`config.mk`:
```
export PLATFORM = sky130hd
export DESIGN_NAME = np_frame_scheduler
export DESIGN_NICKNAME = d
export VERILOG_FILES = /design/src/rtl/np_frame_scheduler.sv
export SDC_FILE = /design/constraint.sdc
export NUM_CORES = 1
export LEC_CHECK = 0
export ABC_AREA = 1
export CAP_MARGIN = 0
export CORE_MARGIN = 5
export CORE_UTILIZATION = 45
export DETAILED_ROUTE_END_ITERATION = 12
export PLACE_DENSITY = 0.79
export SYNTH_ARGS = -nofsm -noshare
export SYNTH_HDL_FRONTEND = slang
export SYNTH_SLANG_ARGS = --single-unit
```
`constraint.sdc`:
```
create_clock -name clk -period 2.9 [get_ports clk]
set_input_delay 0.435 -clock clk [delete_from_list [all_inputs] [get_ports clk]]
set_output_delay 0.435 -clock clk [all_outputs]
set_load 0.01 [all_outputs]
```
`src/rtl/np_frame_scheduler.sv`:
```
// Frame scheduler feeding the neopixel driver pixel-write port from one of two pattern sources.
// Optional frame/overrun statistics outputs are enabled by defining NP_FRAME_STATS_EN.
module np_frame_scheduler #(
  parameter int unsigned NUM_LEDS  = 150,
  parameter int unsigned FRAME_DIV = 416667,
  parameter int unsigned WR_HOLD   = 4,
  parameter int unsigned DATA_TMO  = 255
) (
  input  logic        clk,
  input  logic        rst,
  input  logic        enable,
  input  logic        src1_active,
  output logic        pix_req,
  output logic [15:0] pix_addr,
  output logic        pix_sel,
  input  logic        src0_valid,
  input  logic [23:0] src0_color,
  input  logic        src1_valid,
  input  logic [23:0] src1_color,
  output logic [23:0] color,
  output logic [15:0] address,
  output logic        color_clock,
  output logic        frame_start,
  output logic        busy,
  output logic        tmo_err
`ifdef NP_FRAME_STATS_EN
  ,
  output logic [15:0] frame_cnt,
  output logic [7:0]  overrun_cnt
`endif
);

  localparam int unsigned ADDR_W  = 16;
  localparam int unsigned COLOR_W = 24;
  localparam int unsigned TMR_W   = (FRAME_DIV > 1) ? $clog2(FRAME_DIV) : 1;
  localparam int unsigned TMO_W   = (DATA_TMO > 1) ? $clog2(DATA_TMO + 1) : 1;
  localparam int unsigned HLD_W   = (WR_HOLD > 1) ? $clog2(WR_HOLD + 1) : 1;

  localparam logic [TMR_W-1:0]  TMR_LAST  = TMR_W'(FRAME_DIV - 1);
  localparam logic [TMO_W-1:0]  TMO_LAST  = TMO_W'(DATA_TMO - 1);
  localparam logic [HLD_W-1:0]  HLD_LAST  = HLD_W'(WR_HOLD - 1);
  localparam logic [ADDR_W-1:0] ADDR_TOP  = ADDR_W'(NUM_LEDS - 1);

  typedef enum logic [2:0] {
    S_IDLE,
    S_REQ,
    S_WAIT,
    S_SETUP,
    S_STROBE,
    S_NEXT
  } state_t;

  state_t             r_state;
  logic [TMR_W-1:0]   r_timer;
  logic [TMO_W-1:0]   r_wait_cnt;
  logic [HLD_W-1:0]   r_hold_cnt;

  logic               w_tick;
  logic               w_start;
  logic               w_src_valid;
  logic [COLOR_W-1:0] w_src_color;
  logic               w_tmo;
  logic               w_hold_done;

  // Frame-rate timer; the tick is the cycle in which it wraps back to zero.
  assign w_tick = (r_timer == TMR_LAST);

  always_ff @(posedge clk or posedge rst) begin
    if (rst) begin
      r_timer <= '0;
    end else if (w_tick) begin
      r_timer <= '0;
    end else begin
      r_timer <= r_timer + TMR_W'(1);
    end
  end

  assign w_start     = (r_state == S_IDLE) && w_tick && enable;
  assign w_src_valid = pix_sel ? src1_valid : src0_valid;
  assign w_src_color = pix_sel ? src1_color : src0_color;
  assign w_tmo       = (r_wait_cnt == TMO_LAST);
  assign w_hold_done = (r_hold_cnt == HLD_LAST);

  // Per-pixel sequencer; every driver-facing output is a register written here.
  always_ff @(posedge clk or posedge rst) begin
    if (rst) begin
      r_state     <= S_IDLE;
      r_wait_cnt  <= '0;
      r_hold_cnt  <= '0;
      pix_req     <= 1'b0;
      pix_addr    <= '0;
      pix_sel     <= 1'b0;
      color       <= '0;
      address     <= '0;
      color_clock <= 1'b0;
      frame_start <= 1'b0;
      busy        <= 1'b0;
      tmo_err     <= 1'b0;
    end else begin
      frame_start <= 1'b0;
      pix_req     <= 1'b0;
      case (r_state)
        S_IDLE: begin
          if (w_start) begin
            frame_start <= 1'b1;
            pix_sel     <= src1_active;
            pix_addr    <= ADDR_TOP;
            busy        <= 1'b1;
            r_state     <= S_REQ;
          end
        end
        S_REQ: begin
          pix_req    <= 1'b1;
          r_wait_cnt <= '0;
          r_state    <= S_WAIT;
        end
        S_WAIT: begin
          // Only the source owning this frame is watched; a timeout writes black.
          if (w_src_valid) begin
            color      <= w_src_color;
            address    <= pix_addr;
            r_hold_cnt <= '0;
            r_state    <= S_SETUP;
          end else if (w_tmo) begin
            color      <= '0;
            address    <= pix_addr;
            tmo_err    <= 1'b1;
            r_hold_cnt <= '0;
            r_state    <= S_SETUP;
          end else begin
            r_wait_cnt <= r_wait_cnt + TMO_W'(1);
          end
        end
        S_SETUP: begin
          if (w_hold_done) begin
            r_hold_cnt  <= '0;
            color_clock <= 1'b1;
            r_state     <= S_STROBE;
          end else begin
            r_hold_cnt <= r_hold_cnt + HLD_W'(1);
          end
        end
        S_STROBE: begin
          if (w_hold_done) begin
            r_hold_cnt  <= '0;
            color_clock <= 1'b0;
            r_state     <= S_NEXT;
          end else begin
            r_hold_cnt <= r_hold_cnt + HLD_W'(1);
          end
        end
        S_NEXT: begin
          if (pix_addr == '0) begin
            busy    <= 1'b0;
            r_state <= S_IDLE;
          end else begin
            pix_addr <= pix_addr - ADDR_W'(1);
            r_state  <= S_REQ;
          end
        end
        default: begin
          color_clock <= 1'b0;
          busy        <= 1'b0;
          r_state     <= S_IDLE;
        end
      endcase
    end
  end

`ifdef NP_FRAME_STATS_EN
  logic w_drop;

  // A tick that arrives while a frame is in flight is lost, not queued.
  assign w_drop = (r_state != S_IDLE) && w_tick;

  always_ff @(posedge clk or posedge rst) begin
    if (rst) begin
      frame_cnt   <= '0;
      overrun_cnt <= '0;
    end else begin
      if (w_start) begin
        frame_cnt <= frame_cnt + 16'd1;
      end
      if (w_drop && (overrun_cnt != 8'hFF)) begin
        overrun_cnt <= overrun_cnt + 8'd1;
      end
    end
  end
`endif

endmodule
```
; Yosys cells after proc, flatten, opt, wreduce, memory -nomap -nowiden
; Index checks and enable logic that the tools add are counted.
[op_classes]
add_sub_neg = 4
eq_ne = 16
n_mux = 33
bitwise_logic = 3
reduce_logical = 20
[ops]
columns = operator, n
row1 = $mux W24, 3
row2 = $mux W16, 4
row3 = $pmux W16 S2, 1
row4 = $mux W3, 8
row5 = $add A19 B1 Y19 const B, 1
row6 = $eq A19 B19 Y1 const B, 1
row7 = $mux W19, 1
row8 = $pmux W3 S6, 1
row9 = $logic_not A16 Y1, 1
row10 = $mux W8, 2
row11 = $pmux W8 S2, 1
row12 = $sub A16 B1 Y16 const B, 1
row13 = $reduce_and A3 Y1, 5
row14 = $ne A2 B2 Y1 const B, 7
row15 = $eq A3 B2 Y1 const B, 3
row16 = $mux W1, 9
row17 = $add A8 B1 Y8 const B, 1
row18 = $eq A8 B8 Y1 const B, 1
row19 = $reduce_bool A2 Y1, 4
row20 = $reduce_or A4 Y1, 2
row21 = $eq A3 B3 Y1 const B, 2
row22 = $pmux W1 S3, 2
row23 = $pmux W3 S2, 1
row24 = $reduce_and A2 Y1, 3
row25 = other kinds (8), 11
[word_totals]
register_bits = 95
out_inout_bits = 62

; Longest topological paths before layout
; Gate-level depths: netlist (run 1).
[depth]
ltp_word = 5
depth_mapped = 11

; Worst setup path after synthesis (run 1)
; No wires, ideal clock.
[synth_timing]
path_kind = register to register
start = reg pix_addr[0]
end = reg pix_addr[12]
setup_ns = 0.117
arrival_time_ns = 1.493
required_time_ns = 2.783
path_slack_ns = 1.290
path_stages_with_launch = 11
path_buffers = 1
path_cell_list = dfrtp_1 > inv_1 > ha_1 > nand2_1 > nor2_1 > nand2_1 > nand2_1 > nand2_4 > buf_6 > nand2_1 > nand2_1
[synth_via]
elab_chain_cells = 3
[synth_lines]
columns = element, line
row1 = "start, declared", 14  ; output logic [15:0] pix_addr,
row2 = "start signal, assigned", 157  ; pix_addr <= pix_addr - ADDR_W'(1);
row3 = $sub A16 B1 Y16 or $logic_not A16 Y1 (tied branches), "157, 153"
row4 = $mux W16 or $ne A2 B2 Y1 (tied branches), -
row5 = $pmux W16 S2 or $reduce_and A3 Y1 (tied branches), -
; Several ways; a longest one is shown, not always the timed one. The select of a mux whose other input is x is not followed.
; A chain may end at the register's enable or synchronous reset.

; Final worst setup path (run 1)
[layout_timing]
start = reg pix_sel
end = out pix_sel
[layout_rtl]
columns = element, line
row1 = "start, declared", 15  ; output logic pix_sel,
row2 = "start signal, assigned", 106  ; pix_sel <= src1_active;
; No word-level cell between the ends.

==> metrics, run 1 <==
status=complete, no violations; clk root buf=clkbuf_8; area leader, netlist=dfrtp_1; final hold vios=0; IO Port Bufs=115; Area Growth Syn to Fin=30.4%; syn nets=678; vias=4368; Worst Hold Class=in -> async; WS Path Type=reg -> out; worst-skew pair later-pin latency=0.36 ns; cell count after placement=862; CTS buffer count=9; DR WL/cell=13.8 um; Max Freq=0.439 GHz; DRT antenna net count=0; GP Congestion=0.882; Final WS setup=0.623 ns; cell family with most CP delay=flip-flops; largest net degree at the start of global routing=40; Netlist cell types=33; CP Capture Type=output port; Ys Warns=0; final setup violation count=0; Post-Syn Area=4930 um2; Max Cap Violations=0; first-pass GRT wire length=19.8 mm; max_slew headroom=52.3%; hold_buf cts=0; Crit-path slowest cell=dfrtp_1; number of post-CTS setup repair buffers=0; crit-path max FO=24; dpl cell area=6220 um2; post-route cell area=6430 um2; Die H=115 um; clock-pin slew on the worst setup and hold paths=0.09 ns; I/O pin count=116; H-tree Lvls=3; Design Power=5.11 mW; CP cell instances=clkdlybuf4s50_1; Hold WS=0.479 ns; leakage=3.06 nW; minimum clock period=2.28 ns; Cells after Synth=618; Multi-input gate area=2100 um2; post-route setup TNS=0 ns; detailed-placement wirelength estimate=9.33 mm; CTS sink cnt=95; #FFs+latches synth=95; final std cells w/o fill=878; setup slack at placement=0.861 ns; 1st-iter DRT viols=287; first-pass iteration count of the detailed router=5; Critical Path RT=2.47 ns; max incr delay on CP=0.81 ns; fin util=59.6%; Die Wd=115 um; antenna violations before repair=0; CP Launch Type=register; Final nets=793; number of global-route vias before repair=4290; DRT Wirelength=12.1 mm; Core ar.=10800 um2; Starting Density=45.7%; total gr overflow=0; Total Routing Usage GR=18.6%; Vias/cell=4.97; unrepaired setup endpoints after global routing=no; Worst-Margin Slew=0.715 ns; Syn Area/Cell=7.97 um2; fin. max-slew vios=0; # diodes=0; clock buffer depth=2; Die ar.=13100 um2; Synth top area share=48.2%; share of cells above drive strength 1=6.91%; Worst Path Buf+Inv=1; sequential share of the synthesized area=48.2%; row count=38; final cycle utilization of the critical path=78.5%; Clock Skew=0.0111 ns; fillers=974; peak supply drop=0.000449 V; drt drc=0; register area=2380 um2; power density over cell area=795 nW/um2; Synth area leaders=dfrtp_1 48%, nand2_1 14%, inv_1 6.6%, nand3_1 3.8%, nor2_1 3.7%; CTS tree=done; Resize count post-CTS=0; WP data arrival=1.84 ns
==> path summary, 6_finish.rpt <==
path	from	end	slack [ns]	cells after the start
max in group asynchronous	rst	r_timer[5]	1.84	3
min	rst	address[2]	0.48	2
min in group clk	color[22]	color[22]	0.48	2
min reg2reg	color[22]	color[22]	0.48	2
max reg2reg	pix_addr[0]	pix_addr[4]	0.82	9
max	pix_sel	pix_sel	0.62	1
==> power breakdown <==
part | internal (mW) | switching (mW) | total (mW)
logic | 1.04 | 1.11 | 2.15
registers | 1.74 | 0.318 | 2.06
clock network | 0.445 | 0.462 | 0.907
total | 3.23 | 1.89 | 5.11
==> state kept, by name (all words and copies together) (netlist names), 3 cells and up <==
name,count
address,16
color,24
pix_addr,16
r_hold_cnt,3
r_state,3
r_timer,19
r_wait_cnt,8
==> cells in the final DEF (no fill, tap or decap), drive strengths merged <==
| cell | synthesis | routed |
|---|---|---|
| a21oi | 8 | 8 |
| a31oi | 1 | 1 |
| buf | 10 | 6 |
| bufinv | 0 | 1 |
| clkbuf | 7 | 11 |
| clkdlybuf4s50 | 0 | 115 |
| clkinv | 0 | 3 |
| clkinvlp | 0 | 2 |
| dfrtp | 95 | 95 |
| ha | 6 | 6 |
| inv | 90 | 89 |
| nand2 | 184 | 184 |
| nand3 | 40 | 40 |
| nand4 | 11 | 11 |
| nor2 | 56 | 56 |
| nor3 | 12 | 12 |
| nor3b | 1 | 1 |
| nor4 | 1 | 1 |
| o211ai | 24 | 24 |
| o21a | 1 | 1 |
| o21ai | 39 | 39 |
| o21bai | 2 | 2 |
| o22ai | 7 | 7 |
| or2 | 2 | 2 |
| xnor2 | 2 | 2 |
| xor2 | 19 | 19 |
==> synthesized netlist by cell type <==
library cell	count
inv_2	3
nor3_2	4
a21oi_1	8
o22ai_1	7
buf_6	5
o21ai_1	4
o21ai_0	32
xnor2_1	2
o21a_1	1
nand3_2	3
or2_2	2
a31oi_1	1
o211ai_1	24
nand4_2	2
xor2_1	19
clkbuf_1	7
nand2_2	3
nand2_4	1
nor3b_1	1
nor2_4	2
nand3_1	37
nor2_2	5
buf_2	5
nand2_1	180
nand4_1	9
inv_1	87
nor4_1	1
ha_1	6
o21bai_1	2
nor3_1	8
nor2_1	49
o21ai_2	3
dfrtp_1	95
==> cell families (layout without fill, tap and decap cells) <==
group / Yosys count / after routing / synth area share (%)
flip-flops: 95 / 95 / 48.2
AO/OA/AOI/OAI: 82 / 82 / 10.1
adder cells (fa/ha/maj): 6 / 6 / 1.52
AND/OR/NAND/NOR: 307 / 307 / 27.3
buffers and inverters: 107 / 227 / 9.04
XOR/XNOR: 21 / 21 / 3.73
==> per-layer routing <==
metal	share of wire [%]	vias to the layer above	routed length, um	track usage [%]
li1	-	2186	-	-
met3	3.5	25	423	2.22
met2	52	97	6240	31.7
met4	2.7	0	330	8.55
met5	0	-	0	0
met1	42	2060	5090	23.6
==> layout make-up <==
type | instances | area share, %
tap | 140 | 2.73
timing repair buffer | 121 | 19.0
clock buffer | 11 | 2.36
sequential | 95 | 37.0
multi-input combinational | 416 | 32.7
clock inverter | 5 | 0.876
inverter | 90 | 5.31
==> worst register-to-register path: stages, from the launching register on <==
cell     delay, ns
dfrtp_1       0.39
inv_1         0.14
ha_1          0.21
nand2_1       0.09
nor2_1        0.17
nand2_1       0.07
nand2_1       0.44
nand2_4       0.23
o21ai_0       0.14
o21ai_1       0.09
Power figures use the tool's default switching activity.
==> run 2, diff against run 1 <==
CORE_UTILIZATION = 50   (was 45)
PLACE_DENSITY = 0.83   (was 0.79)
clock period = 2.32 ns   (was 2.9 ns; I/O delays follow)
==> run 2 against run 1 <==
- register-to-register slack got worse by 0.45 ns
- flip-flop and latch count unchanged
- worst setup slack got worse by 0.25 ns
- cell area decreased by 0.29%
- via count increased by 2.8%
- clock-buffer cell count decreased by 1
- critical path depth increased by 8
- clock power increased by 20%
- wire length increased by 1.3%
- final cell count decreased by 0.80%
- clock skew increased by 0.0038 ns
- global-route usage increased by 2.0 points
- highest routed layer unchanged
==> metrics, run 2 (synthesis results as in run 1) <==
first-pass iteration count of the detailed router=5 (unchanged); WP data arrival=2.20 ns (+0.36 ns); max_slew headroom=66.1% (+14 points); Worst-Margin Slew=0.508 ns (-0.207 ns); row count=36 (-5.3%); clock-pin slew on the worst setup and hold paths=0.09 ns (about the same); clk root buf=clkbuf_8; biggest regs=color x24, r_timer x19; Clock Skew=0.0149 ns (+0.00378 ns); vias=4489 (+2.8%); Die Wd=109 um (-4.7%); share of cells above drive strength 1=6.78% (-0.14 points); I/O pin count=116 (unchanged); reg2reg end=pix_addr[0]; Max Cap Violations=0 (unchanged); leakage=3.06 nW (about the same); IO Port Bufs=115 (unchanged); Die H=109 um (-4.7%); Core ar.=9680 um2 (-10%); CTS tree=done; antenna violations before repair=0 (unchanged); Multi-input gate area=2100 um2 (unchanged); max FFs per register=24 (unchanged); Die ar.=11900 um2 (-9.1%); Final nets=793 (unchanged); final setup violation count=0 (unchanged); Area Growth Syn to Fin=30.1%; CP Launch Type=register; minimum clock period=1.95 ns; Max Freq=0.513 GHz; R2R setup slack=0.37 ns (-0.45 ns); H-tree Lvls=3 (unchanged); R2R depth=9 (unchanged); status=complete, no violations; power density over cell area=994 nW/um2 (+25%); Critical Path RT=2.57 ns (+0.10 ns); DRT Wirelength=12.2 mm (+1.3%); DRT antenna net count=0 (unchanged); peak supply drop=0.000501 V (+11%); Total Routing Usage GR=20.6% (+2.0 points); largest register by flop count=color; 1st-iter DRT viols=338 (+18%); clock buffer depth=2 (unchanged); largest net degree at the start of global routing=96 (+140%); total gr overflow=0 (unchanged); CTS buffer count=9 (unchanged); DR WL/cell=14.0 um (+2.1%); setup slack at placement=0.331 ns (-0.530 ns); register area=2380 um2 (unchanged); CTS sink cnt=95 (unchanged); WS Path Type=reg -> reg; worst r2r src=pix_addr[0]; GP Congestion=0.914 (+3.6%); commonest non-fill, non-tap cells in the layout=180 x nand2_1, 115 x clkdlybuf4s50_1, 95 x dfrtp_1, 86 x inv_1, 49 x nor2_1; worst-skew pair later-pin latency=0.36 ns (about the same); final hold vios=0 (unchanged); commonest non-fill, non-tap cell in the layout=nand2_1; Worst Hold Class=in -> async; detailed-placement wirelength estimate=9.23 mm (-1.1%); unrepaired setup endpoints after global routing=no; Final WS setup=0.369 ns (-0.253 ns); # diodes=0 (unchanged); drt drc=0 (unchanged); crit-path max FO=17 (-29%); post-route setup TNS=0 ns (unchanged); first-pass GRT wire length=19.6 mm (-0.84%); final cycle utilization of the critical path=84.1%; Vias/cell=5.15 (+3.6%); number of global-route vias before repair=4319 (+0.68%); fin. max-slew vios=0 (unchanged); fillers=782 (-20%); Starting Density=50.9% (+5.2 points); number of post-CTS setup repair buffers=0 (unchanged); CP Capture Type=register; Resize count post-CTS=0 (unchanged); hold_buf cts=0 (unchanged)
[run 2: changes by cell type in the layout (fill, tap and decap cells not counted)]
| cell | previous run | this run |
|---|---|---|
| clkbuf_8 | 11 | 9 |
| clkinv_4 | 1 | 3 |
| clkbuf_1 | 0 | 1 |
| clkinv_2 | 2 | 1 |
| clkinvlp_4 | 2 | 1 |
| inv_6 | 0 | 1 |
[run 2: worst max path at each step]
stage	from	end	slack [ns]	depth (start not counted)
finish	pix_addr[0]	pix_addr[0]	0.37	9
global route	pix_addr[0]	pix_addr[0]	0.09	9
CTS	pix_addr[0]	pix_addr[13]	0.37	8
detailed placement	src0_valid	address[9]	0.33	7
global placement	src0_valid	r_hold_cnt[0]	0.43	7
floorplan	pix_addr[0]	pix_addr[12]	0.71	10
[run 2: where the power goes]
group | internal (mW) | switching (mW) | leakage, nW
logic | 1.30 | 1.40 | 1.78
registers | 2.17 | 0.405 | 1.18
clock network | 0.507 | 0.584 | 0.101
[run 2: critical path, stage by stage, from the launching register on]
cell	delay [ns]
dfrtp_1	0.40
inv_1	0.14
ha_1	0.22
nand2_1	0.11
nor2_1	0.19
nand2_1	0.07
nand2_1	0.31
nand2_4	0.20
o21ai_0	0.12
o21ai_1	0.09
[run 2: metrics by stage]
step	instance area, um2	utilization (%)	hold WS (ns)	cells	power (mW)
after floorplan	4930	-	0.454	618	3.93
after global placement	6210	64.1	0.454	855	5.20
after detailed placement	6210	64.1	0.457	855	5.31
after CTS	6410	66.2	0.482	871	6.41
after global routing	6410	66.2	0.509	871	6.80
final	6410	66.2	0.454	871	6.37
[run 2: per-layer routing]
| layer | routed length, um | track usage [%] | up-vias |
|---|---|---|---|
| li1 | - | - | 2203 |
| met1 | 5110 | 25.8 | 2115 |
| met2 | 6310 | 36.5 | 142 |
| met3 | 497 | 2.13 | 29 |
| met4 | 311 | 7.84 | 0 |
| met5 | 0 | 0 | - |
[run 2: final cells by class]
cell class / count / share of cell area [%]
multi-input cells: 416 / 32.8
repair buffers: 121 / 19.1
clock buffers: 10 / 1.99
well taps: 133 / 2.60
inverters: 90 / 5.33
clock inverters: 6 / 1.09
flip-flops and latches: 95 / 37.1
==> run 3, diff against run 2 <==
CORE_UTILIZATION = 45   (was 50)
PLACE_DENSITY = 0.79   (was 0.83)
clock period = 1.7 ns   (was 2.32 ns; I/O delays follow)
==> run 3 against run 2 <==
- critical path type is now reg -> out
- worst hold slack worse by 0.10 ns
- critical endpoint is now pix_addr[15]
- first-iteration DRC count rose by 5.9%
- highest routed layer unchanged
- critical path depth decreased by 8
- flip-flop and latch count stayed put
==> metrics, run 3 (synthesis results as in run 1) <==
Worst-Margin Slew=0.508 ns (-0.000335 ns); Crit-path slowest cell=clkdlybuf4s50_1; H-tree Lvls=3 (unchanged); Total Routing Usage GR=19.9% (-0.67 points); Final nets=809 (+2.0%); Max Cap Violations=0 (unchanged); Starting Density=45.7% (-5.2 points); first-pass GRT wire length=21.0 mm (+7.2%); share of cells above drive strength 1=11.4% (+4.6 points); DRT Wirelength=13.1 mm (+6.7%); fin. max-slew vios=0 (unchanged); status=complete, no violations; crit path from=pix_addr[15]; clk root buf=clkbuf_8; Critical Path RT=1.44 ns (-1.13 ns); DRT antenna net count=0 (unchanged); power density over cell area=1320 nW/um2 (+33%); peak supply drop=0.000817 V (+63%); R2R depth=10 (+1); unrepaired setup endpoints after global routing=yes; first-pass iteration count of the detailed router=5 (unchanged); Die Wd=115 um (+4.9%); max incr delay on CP=0.56 ns (+0.16 ns); Final WS setup=0.0668 ns (-0.303 ns); worst r2r src=pix_addr[0]; commonest non-fill, non-tap cells in the layout=180 x nand2_1, 114 x clkdlybuf4s50_1, 92 x dfrtp_1, 84 x inv_1, 43 x nor2_1; GP Congestion=0.881 (-3.6%); Crit path depth=1 (-8); WS Path Type=reg -> out; end of the critical path=pix_addr[15]; crit-path max FO=5 (-12); WP data arrival=1.38 ns (-0.82 ns); post-route cell area=6630 um2 (+3.5%); Max Freq=0.612 GHz; worst-skew pair later-pin latency=0.37 ns (about the same); Clock Skew=0.00612 ns (-0.00875 ns); CTS sink cnt=95 (unchanged); # diodes=0 (unchanged); biggest regs=color x24, r_timer x19; leakage=3.16 nW (+3.5%); CTS tree=done; DR WL/cell=14.6 um (+4.0%); Worst Hold Class=in -> async; setup slack at placement=-0.0336 ns (-0.365 ns); detailed-placement wirelength estimate=9.56 mm (+3.6%); final setup violation count=0 (unchanged); total gr overflow=0 (unchanged); Area Growth Syn to Fin=34.6%; cell family with most CP delay=buffers and inverters; IO Port Bufs=115 (unchanged); Core ar.=10800 um2 (+11%); commonest non-fill, non-tap cell in the layout=nand2_1; R2R setup slack=0.09 ns (-0.28 ns); Vias/cell=5.11 (-0.77%); CP cell instances=clkdlybuf4s50_1; CP Launch Type=register; minimum clock period=1.63 ns; antenna violations before repair=0 (unchanged); CP Capture Type=output port; reg2reg end=busy; largest net degree at the start of global routing=96 (unchanged); final hold vios=0 (unchanged); number of global-route vias before repair=4315 (-0.093%); largest register by flop count=color; vias=4572 (+1.8%); Die H=115 um (+4.9%); clock-pin slew on the worst setup and hold paths=0.09 ns (about the same); I/O pin count=116 (unchanged); Worst Path Buf+Inv=1 (unchanged); row count=38 (+5.6%); clock buffer depth=2 (unchanged); max FFs per register=24 (unchanged); final cycle utilization of the critical path=96.1%; CTS buffer count=9 (unchanged); dpl cell area=6300 um2 (+1.4%); max_slew headroom=66.1% (about the same); Die ar.=13100 um2 (+10%); drt drc=0 (unchanged); 1st-iter DRT viols=358 (+5.9%)
==> run 3: metal layers <==
metal  track usage [%]  share of wire (%)  up-vias
li1                  -                  -     2228
met1              25.2                 41     2178
met2              33.8                 52      128
met3              2.85                4.2       38
met4              8.79                3.0        0
met5                 0                  0        -
==> run 3: area by class of cell <==
type	instances	area, um2
fill	891	4160
sequential	95	2380
multi-input combinational	418	2200
timing repair buffer	135	1350
inverter	90	344
tap	140	175
clock buffer	12	155
clock inverter	4	30.0
==> run 3: how the worst min path moves through the flow <==
stage | from | end | slack [ns]
CTS | rst | address[4] | 0.39
floorplan | src1_active | pix_sel | 0.36
detailed placement | color[16] | color[16] | 0.46
finish | rst | address[4] | 0.35
global placement | color[6] | color[6] | 0.45
global route | src1_active | pix_sel | 0.41
==> run 3: tightest hold or removal path: stages <==
cell and delay (ns):
clkdlybuf4s50_1 0.44, clkinvlp_4 0.09, buf_12 0.37
==> run 3: report_power, final <==
group	switching (mW)	internal, mW
Sequential	0.554	2.97
Combinational	1.97	1.86
Clock	0.801	0.616
==> run 3: repair_timing <==
item / 4_1_cts / 5_1_grt
setup endpoints to repair: 4 / 31
pin swaps: 1 / 7
gates cloned: 1 / 1
hold endpoints to repair: 0 / 0
setup buffers: 0 / 5
gates resized for setup: 5 / 26
hold buffers: 0 / 0
==> run 3: metrics by stage <==
stage	hold slack, ns	cells	total power, mW	setup TNS, ns	utilization, %
6_report	0.349	894	8.77	0	61.5
5_1_grt	0.411	894	9.40	-0.0238	61.5
4_1_cts	0.391	888	8.82	0	60.3
3_5_place_dp	0.458	871	7.34	-0.0482	58.4
3_3_place_gp	0.454	871	7.21	0	58.4
2_1_floorplan	0.365	618	5.36	0	-
